### src/rtl/sa_ctrl_pkg.sv
// Shared types and defaults for the systolic array tile sequencer.
package sa_ctrl_pkg;

  localparam int DEF_M  = 5;
  localparam int DEF_N  = 3;
  localparam int DEF_K  = 4;
  localparam int DEF_DW = 32;
  localparam int DEF_AW = 16;

  typedef enum logic [2:0] {
    IDLE,
    LOAD_W,
    ARRAY_RST,
    STREAM,
    DRAIN,
    DONE
  } state_t;

  // One spare bit so counters can hold max(M,K) itself.
  function automatic int cnt_width(input int m, input int k);
    return $clog2((m > k) ? m : k) + 1;
  endfunction

endpackage

### src/rtl/systolic_ctrl_if.sv
// Host, memory and array signals of one systolic tile sequencer.
interface systolic_ctrl_if
  import sa_ctrl_pkg::*;
#(
  parameter int N          = DEF_N,
  parameter int K          = DEF_K,
  parameter int DATA_WIDTH = DEF_DW,
  parameter int ADDR_WIDTH = DEF_AW
);

  logic                         start;
  logic [ADDR_WIDTH-1:0]        x_base;
  logic [ADDR_WIDTH-1:0]        w_base;
  logic [ADDR_WIDTH-1:0]        y_base;
  logic                         busy;
  logic                         done;
  logic                         err;
  logic                         w_rd_en;
  logic [ADDR_WIDTH-1:0]        w_rd_addr;
  logic [DATA_WIDTH*N-1:0]      w_rd_data;
  logic                         x_rd_en;
  logic [ADDR_WIDTH-1:0]        x_rd_addr;
  logic [DATA_WIDTH*N-1:0]      x_rd_data;
  logic                         y_wr_en;
  logic [ADDR_WIDTH-1:0]        y_wr_addr;
  logic [DATA_WIDTH*K-1:0]      y_wr_data;
  logic                         sa_rst;
  logic [DATA_WIDTH*N-1:0]      sa_x;
  logic [DATA_WIDTH*N*K-1:0]    sa_w;
  logic [DATA_WIDTH*K-1:0]      sa_y;
  logic                         sa_valid;
  logic                         sa_done;

  modport master (
    input  start, x_base, w_base, y_base,
    input  w_rd_data, x_rd_data,
    input  sa_y, sa_valid, sa_done,
    output busy, done, err,
    output w_rd_en, w_rd_addr,
    output x_rd_en, x_rd_addr,
    output y_wr_en, y_wr_addr, y_wr_data,
    output sa_rst, sa_x, sa_w
  );

  modport slave (
    output start, x_base, w_base, y_base,
    output w_rd_data, x_rd_data,
    output sa_y, sa_valid, sa_done,
    input  busy, done, err,
    input  w_rd_en, w_rd_addr,
    input  x_rd_en, x_rd_addr,
    input  y_wr_en, y_wr_addr, y_wr_data,
    input  sa_rst, sa_x, sa_w
  );

endinterface

### src/rtl/sa_wbuf.sv
// Column-addressed weight register file feeding the array.
module sa_wbuf
  import sa_ctrl_pkg::*;
#(
  parameter int N  = DEF_N,
  parameter int K  = DEF_K,
  parameter int DW = DEF_DW,
  parameter int IW = 4
) (
  input  logic                  clk,
  input  logic                  rst,
  input  logic                  we,
  input  logic [IW-1:0]         idx,
  input  logic [DW*N-1:0]       wdata,
  output logic [DW*N*K-1:0]     sa_w
);

  logic [DW*N-1:0] col [K];

  always_ff @(posedge clk) begin
    if (rst) begin
      for (int j = 0; j < K; j++)
        col[j] <= '0;
    end else if (we) begin
      for (int j = 0; j < K; j++)
        if (idx == IW'(j))
          col[j] <= wdata;
    end
  end

  for (genvar j = 0; j < K; j++) begin : g_col
    assign sa_w[j*DW*N +: DW*N] = col[j];
  end

endmodule

### src/rtl/systolic_ctrl.sv
// Weight-stationary tile sequencer: load W, reset array, stream X, collect Y.
module systolic_ctrl
  import sa_ctrl_pkg::*;
#(
  parameter int M          = DEF_M,
  parameter int N          = DEF_N,
  parameter int K          = DEF_K,
  parameter int DATA_WIDTH = DEF_DW,
  parameter int ADDR_WIDTH = DEF_AW
) (
  input  logic            clk,
  input  logic            rst,
  systolic_ctrl_if.master bus
);

  localparam int CW = cnt_width(M, K);
  localparam logic [CW-1:0] MC = CW'(M);
  localparam logic [CW-1:0] KC = CW'(K);

  state_t state, state_n;

  logic [CW-1:0]         w_cnt, x_cnt, y_cnt, w_idx;
  logic [ADDR_WIDTH-1:0] xb, wb, yb;
  logic                  x_pend, err_q;
  logic                  start_ok, set_err;
  logic                  w_rd, x_rd, wb_we, y_cap;

  always_ff @(posedge clk) begin
    if (rst) begin
      state  <= IDLE;
      w_cnt  <= '0;
      x_cnt  <= '0;
      y_cnt  <= '0;
      x_pend <= 1'b0;
      err_q  <= 1'b0;
      xb     <= '0;
      wb     <= '0;
      yb     <= '0;
    end else begin
      state  <= state_n;
      x_pend <= x_rd;
      if (start_ok) begin
        xb    <= bus.x_base;
        wb    <= bus.w_base;
        yb    <= bus.y_base;
        err_q <= 1'b0;
        w_cnt <= '0;
        x_cnt <= '0;
        y_cnt <= '0;
      end
      if (state == LOAD_W) w_cnt <= w_cnt + CW'(1);
      if (x_rd)            x_cnt <= x_cnt + CW'(1);
      if (y_cap)           y_cnt <= y_cnt + CW'(1);
      if (set_err)         err_q <= 1'b1;
    end
  end

  always_comb begin
    state_n  = state;
    start_ok = 1'b0;
    set_err  = 1'b0;
    w_rd     = 1'b0;
    x_rd     = 1'b0;
    wb_we    = 1'b0;
    unique case (state)
      IDLE: begin
        if (bus.start) begin
          start_ok = 1'b1;
          state_n  = LOAD_W;
        end
      end
      LOAD_W: begin
        // Capture trails the read by one cycle.
        w_rd  = (w_cnt < KC);
        wb_we = (w_cnt != '0);
        if (w_cnt == KC) state_n = ARRAY_RST;
      end
      ARRAY_RST: begin
        x_rd    = 1'b1;
        state_n = STREAM;
      end
      STREAM: begin
        x_rd = (x_cnt < MC);
        if (x_cnt == MC) state_n = DRAIN;
      end
      DRAIN: begin
        if (y_cnt == MC) begin
          state_n = DONE;
        end else if (bus.sa_done) begin
          set_err = 1'b1;
          state_n = DONE;
        end
      end
      DONE:    state_n = IDLE;
      default: state_n = IDLE;
    endcase
  end

  assign y_cap = !rst && bus.sa_valid && (y_cnt < MC)
              && (state inside {STREAM, DRAIN, DONE});
  assign w_idx = w_cnt - CW'(1);

  assign bus.busy      = !rst && (state != IDLE);
  assign bus.done      = !rst && (state == DONE);
  assign bus.err       = err_q;
  assign bus.w_rd_en   = !rst && w_rd;
  assign bus.w_rd_addr = wb + ADDR_WIDTH'(w_cnt);
  assign bus.x_rd_en   = !rst && x_rd;
  assign bus.x_rd_addr = xb + ADDR_WIDTH'(x_cnt);
  assign bus.y_wr_en   = y_cap;
  assign bus.y_wr_addr = yb + ADDR_WIDTH'(y_cnt);
  assign bus.y_wr_data = bus.sa_y;
  assign bus.sa_rst    = rst || (state == ARRAY_RST);
  assign bus.sa_x      = (!rst && x_pend) ? bus.x_rd_data : '0;

  sa_wbuf #(
    .N  (N),
    .K  (K),
    .DW (DATA_WIDTH),
    .IW (CW)
  ) u_wbuf (
    .clk   (clk),
    .rst   (rst),
    .we    (!rst && wb_we),
    .idx   (w_idx),
    .wdata (bus.w_rd_data),
    .sa_w  (bus.sa_w)
  );

endmodule

### src/flat_wrapper.sv
// flat-port wrapper written by rule: the top's interface ports become plain ports
module systolic_ctrl_flat import sa_ctrl_pkg::*;
#(
  parameter int M          = DEF_M,
  parameter int N          = DEF_N,
  parameter int K          = DEF_K,
  parameter int DATA_WIDTH = DEF_DW,
  parameter int ADDR_WIDTH = DEF_AW
)
  (clk, rst, bus_start, bus_x_base, bus_w_base, bus_y_base, bus_w_rd_data, bus_x_rd_data, bus_sa_y, bus_sa_valid, bus_sa_done, bus_busy, bus_done, bus_err, bus_w_rd_en, bus_w_rd_addr, bus_x_rd_en, bus_x_rd_addr, bus_y_wr_en, bus_y_wr_addr, bus_y_wr_data, bus_sa_rst, bus_sa_x, bus_sa_w);
  systolic_ctrl_if #(.N(N), .K(K), .DATA_WIDTH(DATA_WIDTH), .ADDR_WIDTH(ADDR_WIDTH)) bus_i ();
  input  logic clk;
  input  logic rst;
  input wire logic [$bits(bus_i.start)-1:0] bus_start;
  input wire logic [$bits(bus_i.x_base)-1:0] bus_x_base;
  input wire logic [$bits(bus_i.w_base)-1:0] bus_w_base;
  input wire logic [$bits(bus_i.y_base)-1:0] bus_y_base;
  input wire logic [$bits(bus_i.w_rd_data)-1:0] bus_w_rd_data;
  input wire logic [$bits(bus_i.x_rd_data)-1:0] bus_x_rd_data;
  input wire logic [$bits(bus_i.sa_y)-1:0] bus_sa_y;
  input wire logic [$bits(bus_i.sa_valid)-1:0] bus_sa_valid;
  input wire logic [$bits(bus_i.sa_done)-1:0] bus_sa_done;
  output wire logic [$bits(bus_i.busy)-1:0] bus_busy;
  output wire logic [$bits(bus_i.done)-1:0] bus_done;
  output wire logic [$bits(bus_i.err)-1:0] bus_err;
  output wire logic [$bits(bus_i.w_rd_en)-1:0] bus_w_rd_en;
  output wire logic [$bits(bus_i.w_rd_addr)-1:0] bus_w_rd_addr;
  output wire logic [$bits(bus_i.x_rd_en)-1:0] bus_x_rd_en;
  output wire logic [$bits(bus_i.x_rd_addr)-1:0] bus_x_rd_addr;
  output wire logic [$bits(bus_i.y_wr_en)-1:0] bus_y_wr_en;
  output wire logic [$bits(bus_i.y_wr_addr)-1:0] bus_y_wr_addr;
  output wire logic [$bits(bus_i.y_wr_data)-1:0] bus_y_wr_data;
  output wire logic [$bits(bus_i.sa_rst)-1:0] bus_sa_rst;
  output wire logic [$bits(bus_i.sa_x)-1:0] bus_sa_x;
  output wire logic [$bits(bus_i.sa_w)-1:0] bus_sa_w;
  assign bus_i.start = bus_start;
  assign bus_i.x_base = bus_x_base;
  assign bus_i.w_base = bus_w_base;
  assign bus_i.y_base = bus_y_base;
  assign bus_i.w_rd_data = bus_w_rd_data;
  assign bus_i.x_rd_data = bus_x_rd_data;
  assign bus_i.sa_y = bus_sa_y;
  assign bus_i.sa_valid = bus_sa_valid;
  assign bus_i.sa_done = bus_sa_done;
  assign bus_busy = bus_i.busy;
  assign bus_done = bus_i.done;
  assign bus_err = bus_i.err;
  assign bus_w_rd_en = bus_i.w_rd_en;
  assign bus_w_rd_addr = bus_i.w_rd_addr;
  assign bus_x_rd_en = bus_i.x_rd_en;
  assign bus_x_rd_addr = bus_i.x_rd_addr;
  assign bus_y_wr_en = bus_i.y_wr_en;
  assign bus_y_wr_addr = bus_i.y_wr_addr;
  assign bus_y_wr_data = bus_i.y_wr_data;
  assign bus_sa_rst = bus_i.sa_rst;
  assign bus_sa_x = bus_i.sa_x;
  assign bus_sa_w = bus_i.sa_w;
  systolic_ctrl #(.M(M), .N(N), .K(K), .DATA_WIDTH(DATA_WIDTH), .ADDR_WIDTH(ADDR_WIDTH)) u_core (.clk(clk), .rst(rst), .bus(bus_i));
endmodule
### config.mk
export PLATFORM = sky130hd
export DESIGN_NAME = systolic_ctrl_flat
export DESIGN_NICKNAME = d
export VERILOG_FILES = /design/src/rtl/sa_ctrl_pkg.sv /design/src/rtl/systolic_ctrl_if.sv /design/src/rtl/sa_wbuf.sv /design/src/rtl/systolic_ctrl.sv /design/src/flat_wrapper.sv
export SDC_FILE = /design/constraint.sdc
export NUM_CORES = 1
export LEC_CHECK = 0
export BUFFER_PORTS_ARGS = -buffer_cell sky130_fd_sc_hd__buf_2
export CELL_PAD_IN_SITES_DETAIL_PLACEMENT = 1
export CELL_PAD_IN_SITES_GLOBAL_PLACEMENT = 1
export CORE_AREA = 2 2 408 410
export CTS_CLUSTER_DIAMETER = 40
export DETAILED_ROUTE_END_ITERATION = 10
export DIE_AREA = 0 0 410 412
export PLACE_DENSITY = 0.32
export SLEW_MARGIN = 40
export SYNTH_ARGS = -nofsm -noshare
export SYNTH_HDL_FRONTEND = slang
export SYNTH_SLANG_ARGS = --single-unit
export TNS_END_PERCENT = 20
### constraint.sdc
create_clock -name clk -period 7.5 [get_ports clk]
set_input_delay 0.375 -clock clk [delete_from_list [all_inputs] [get_ports clk]]
set_output_delay 0.375 -clock clk [all_outputs]
set_load 0.03 [all_outputs]
Word-level counts from Yosys, hierarchy flattened. Memory sizes are Yosys's and may differ from the RTL's. Index checks and enable logic that the tools add are counted.

Register bits: 65. Bits in latches: 0. RAM bits: 384. ROM bits: 0. Input port bits: 373. Output and inout port bits: 663. Word-level logic and storage cells: 103. Memories kept: 1.

Memory list: u_core.u_wbuf.col (words 4, bits a word 96, read ports 4, clocked after Yosys merged registers in 0, write ports 4, RTL line sa_wbuf.sv:18) `logic [DW*N-1:0] col [K];`.

Add/subtract/negate cells: 7. Multiply operators: 0. Div/mod/pow operators: 0. $lt $le $gt $ge: 3. Eq/ne operators: 15. Shift-type cells: 0. Muxes and demuxes: 43. Bitwise gates (word level): 4. Reduce and logical (&&, ||, !) cells: 21.

Operators by type and width (count): 2-to-1 mux 96 bit (5); adder 16 x 4 -> 16 bit (3); 2-to-1 mux 1 bit (27); 2-to-1 mux 4 bit (4); 2-to-1 mux 3 bit (5); one-hot mux 3 bit (5 select lines) (1); adder 4 x 1 -> 4 bit (second input constant) (3); equality test 4 x 3 -> 1 bit (second input constant) (3); less-than comparator 4 x 3 -> 1 bit (second input constant) (3); logical AND 1 bit (9); equality test 4 x 2 -> 1 bit (second input constant) (2); nonzero test 2 bit (4); equality test 3 x 2 -> 1 bit (second input constant) (2); equality test 3 bit (second input constant) (2); nonzero test 3 bit (2); equality test 4 x 1 -> 1 bit (second input constant) (1); zero test 4 bit (1); inequality test 2 bit (second input constant) (2); OR 1 bit (4); AND reduction 4 bit (1); nonzero test 4 bit (1); subtractor 4 x 1 -> 4 bit (second input constant) (1); equality test 3 x 1 -> 1 bit (second input constant) (1); zero test 3 bit (1); other kinds (5) (5).

Logic depth before layout (Yosys ltp).
Word-level depth: 7. Depth in mapped cells: 8. Depth with buffers taken out: 6.

Modules after synthesis. Synthesis repeated with hierarchy kept, for this count alone.

Cell total of the unflattened synthesis: 1573. Area total of the unflattened synthesis: 19917.9 um^2.

Modules (own cells, without submodules): sa_wbuf (times used 1, cells each 861, area each 14511.4 um^2, sequential area each 11531.1 um^2); systolic_ctrl (times used 1, cells each 712, area each 5406.4 um^2, sequential area each 1301.2 um^2).

Worst setup path after synthesis. No wires, ideal clock.

Path type: reg-to-reg. From: register u_core.w_cnt[1]. To: memory u_core.u_wbuf.col[0][0] (netlist name) (enable). Library setup time: 414 ps. Arrival: 2780 ps. Data required time: 7086 ps. Slack: 4307 ps. Stages on the path, launching flop included: 8. Path buffers: 1. Clock period less this slack: 3193 ps. Cells stage by stage: dfxtp_1 -> inv_1 -> ha_1 -> nor2_1 -> a31oi_4 -> nor3b_4 -> buf_6 -> or2_2.

RTL lines: from (decl) (RTL line systolic_ctrl.sv:22) `logic [CW-1:0] w_cnt, x_cnt, y_cnt, w_idx;`; from (signal assigned) (RTL line systolic_ctrl.sv:51) `if (state == LOAD_W) w_cnt <= w_cnt + CW'(1);`; to (decl) (RTL line sa_wbuf.sv:18).

Worst setup path after layout.
From: register u_core.w_cnt[0]. To: output bus_w_rd_addr[14].

Cells in the longest elaborated chain, start to end: 1.

RTL lines: adder 16 x 4 -> 16 bit (RTL line systolic_ctrl.sv:107) `assign bus.w_rd_addr = wb + ADDR_WIDTH'(w_cnt);`; to (decl) (RTL line flat_wrapper.sv:27) `output wire logic [$bits(bus_i.w_rd_addr)-1:0] bus_w_rd_addr;`.

No other way between the ends.

==> flow_summary.json <==
{
  "outcome": "completed",
  "synthAdderAreaFrac_pct": 1.77,
  "ys_ff_latch": 449,
  "power.density_nw_per_um2": 273,
  "synth-edff-count": 384,
  "dieWidth_um": 410,
  "grt_pass1_wl_mm": 133,
  "final_nets": 2799,
  "ys.flop_type": "edfxtp_1",
  "drive_above_1_share_pct": 39.9,
  "yosysTopAreaCell": "edfxtp_1",
  "grt_busiest_layer": "met2",
  "final_area_um2": 30500,
  "reg2reg_slack_ns": 4.23,
  "fillers": 18800,
  "htree_num_levels": 3,
  "synth_most_common_cell": "and2_1",
  "vias_per_cell": 3.27,
  "synth_compound_area_share_pct": 2.87,
  "final.setup.worst_slack_ns": 4.12,
  "multi_input_comb_area_um2": 5460,
  "firstDrtPassIters": 5,
  "startpoint": "u_core.w_cnt[0]",
  "root_buffer": "clkbuf_16",
  "maxCapViolations": 0,
  "synth_cells": 1530,
  "dp_hpwl_mm": 74.6,
  "fin_worst_skew_ns": 0.0494,
  "rsz0062_at_grt": "no",
  "cts_num_sinks": 449,
  "use_met2_pct": 20.0,
  "die_y_um": 412,
  "dieArea_um2": 169000,
  "r2r_end": "u_core.u_wbuf.col[2][26]",
  "cts.clk_slew.worst_paths_ns": 0.05,
  "place_inst": 4324,
  "numCtsBuffers": 111,
  "area_growth_pct": 55.4,
  "critPathLaunchType": "flip-flop",
  "top_level_ports": 1036,
  "met3_usage_pct": 4.71,
  "synth-simple-area-share_pct": 20.9,
  "start_util_pct": 12.0,
  "tritoncts": "yes",
  "insertion_delay_ns": 0.73,
  "synthTopCellsByCount": "481 x and2_1, 384 x edfxtp_1, 128 x buf_4",
  "grt_usage_pct": 11.2,
  "rows": 149,
  "ys_seq_area_share_pct": 65.3,
  "fmax_ghz": 0.296,
  "wl_mm": 98.9,
  "drc": 0,
  "critPathKind": "flip-flop to output port",
  "drt_iter0_markers": 558,
  "required_ns": 7.12,
  "crit_path_end": "bus_w_rd_addr[14]",
  "tightestPinTransition_ns": 0.845,
  "gp_congestion": 0.832,
  "grt_max_degree": 97,
  "finalCriticalPeriod_ns": 3.38,
  "p_total_mw": 8.33,
  "synth_xor_area_share_pct": 1.87,
  "grt.met1_usage_pct": 11.2,
  "rr_startpoint": "u_core.state[0]",
  "vdd_drop_max_mv": 0.167,
  "ant_nets": 0,
  "postPlaceCellArea_um2": 25200,
  "dp_worst_setup_slack_ns": 4.04,
  "critPathCaptureType": "output port",
  "synth_fp_nets": 1929,
  "synth_top_area_share_pct": 58.7,
  "clock_path_buffers": 3,
  "gr-total-overflow": 0,
  "drv_slew": 0,
  "io_buffers": 779,
  "num_vias": 15400,
  "syn_area_um2": 19700,
  "synth.area.top_cells": "edfxtp_1 59%, and2_1 15%, dfxtp_1 6.6%",
  "stdcell_count": 4693,
  "placeableCoreArea_um2": 164000,
  "synth_top_family_by_area": "simple AND/OR/NAND/NOR gates",
  "p_leak_nw": 13.2,
  "setup_viol_count_final": 0,
  "synth_mux_area_share_pct": 0.153,
  "slew_headroom_pct": 43.7,
  "crit_fanout": 7,
  "yosysWarnings": 0,
  "syn_avg_cell_area_um2": 12.8,
  "tns_ns": 0,
  "hold_viol": 0,
  "ff_latch_area_um2": 12800,
  "min_period_over_period_pct": 45.1,
  "async_reset_ff_share_pct": 0,
  "route.detailed.wl_per_inst_um": 21.1,
  "hp-class": "input pin to flip-flop",
  "critPathArrivalTime_ns": 3.01,
  "reg2reg_depth": 5,
  "ys_types": 49,
  "antenna_found_initial": 14,
  "grt_pass1_vias": 16600
}
==> metal layers <==
layer	share of wire [%]	up-vias
li1	-	6865
met3	9.6	212
met4	4.3	8
met5	0.14	-
met2	51	815
met1	35	7452
==> sequential cells by signal, indices dropped and copies added (netlist names) <==
register,flops
u_core.x_pend,1
u_core.w_cnt,4
u_core.u_wbuf.col,384
u_core.x_cnt,4
u_core.yb,16
u_core.bus.err,1
u_core.xb,16
u_core.y_cnt,4
u_core.wb,16
u_core.state,3
==> cell type report <==
cell class                 instances  area share [%]
antenna                            5          0.0410
clock buffer                     139            9.88
clock inverter                    73            2.61
inverter                          12           0.147
multi-input combinational        870            17.9
sequential                       449            42.0
tap                             2189            8.97
timing repair buffer             956            18.5
==> per-stage QoR <==
step	hold WS, ns	util, %
4_1_cts	0.00954	18.6
3_5_place_dp	0.459	15.3
5_1_grt	0.0503	18.6
2_1_floorplan	0.441	-
3_3_place_gp	0.447	15.3
6_report	0.0696	18.6
==> report_power, final <==
group | switching, mW | internal, mW
Clock | 1.63 | 3.23
Sequential | 0.0449 | 2.80
Combinational | 0.433 | 0.196
Total | 2.11 | 6.22
==> cell families (layout without fill, tap and decap cells) <==
| kind of cell | after synthesis | count (layout) |
|---|---|---|
| XOR/XNOR | 42 | 42 |
| AO/OA/AOI/OAI | 95 | 95 |
| adder cells (fa/ha/maj) | 26 | 26 |
| buffers and inverters | 211 | 1180 |
| AND/OR/NAND/NOR | 704 | 704 |
| multiplexers | 3 | 3 |
| flip-flops | 449 | 449 |
| other | 0 | 5 |
==> critical path, cell delays in order, from the launching register on <==
cell,delay (ns)
dfxtp_1,0.45
ha_1,0.23
fa_1,0.26
a211o_1,0.15
o211ai_1,0.17
buf_4,0.22
nor4_1,0.38
xor2_1,0.21
buf_2,0.22
==> placed cells by master (no fill, tap or decap), drive strengths merged, types with 5 or more instances in the layout <==
master,instances
a21oi,63
and2,481
and3,7
buf,805
bufinv,11
clkbuf,139
clkinv,51
clkinvlp,5
dfxtp,65
diode,5
dlygate4sd3,151
edfxtp,384
ha,23
inv,18
nand2,127
nand3,19
nand4,9
nor2,18
nor3,8
nor3b,5
o211ai,5
o21ai,7
xnor2,25
xor2,17
==> what timing repair did <==
item                                   CTS  global route
gates resized for setup                  0             0
hold buffers                           151             0
endpoints found under the hold margin  410             0
setup buffers                            0             0
==> how the worst min path moves through the flow <==
| stage | depth (start not counted) | startpoint | slack [ns] | to |
|---|---|---|---|---|
| final | 2 | bus_w_rd_data[95] | 0.07 | u_core.u_wbuf.col[2][95] |
| after global routing | 2 | bus_w_rd_data[8] | 0.05 | u_core.u_wbuf.col[1][8] |
| after CTS | 3 | bus_sa_done | 0.01 | u_core.bus.err |
| after detailed placement | 2 | u_core.yb[0] | 0.46 | u_core.yb[0] |
| after global placement | 2 | u_core.bus.err | 0.45 | u_core.bus.err |
| after floorplan | 2 | u_core.wb[0] | 0.44 | u_core.wb[0] |
(Power assumes the default switching activity.)
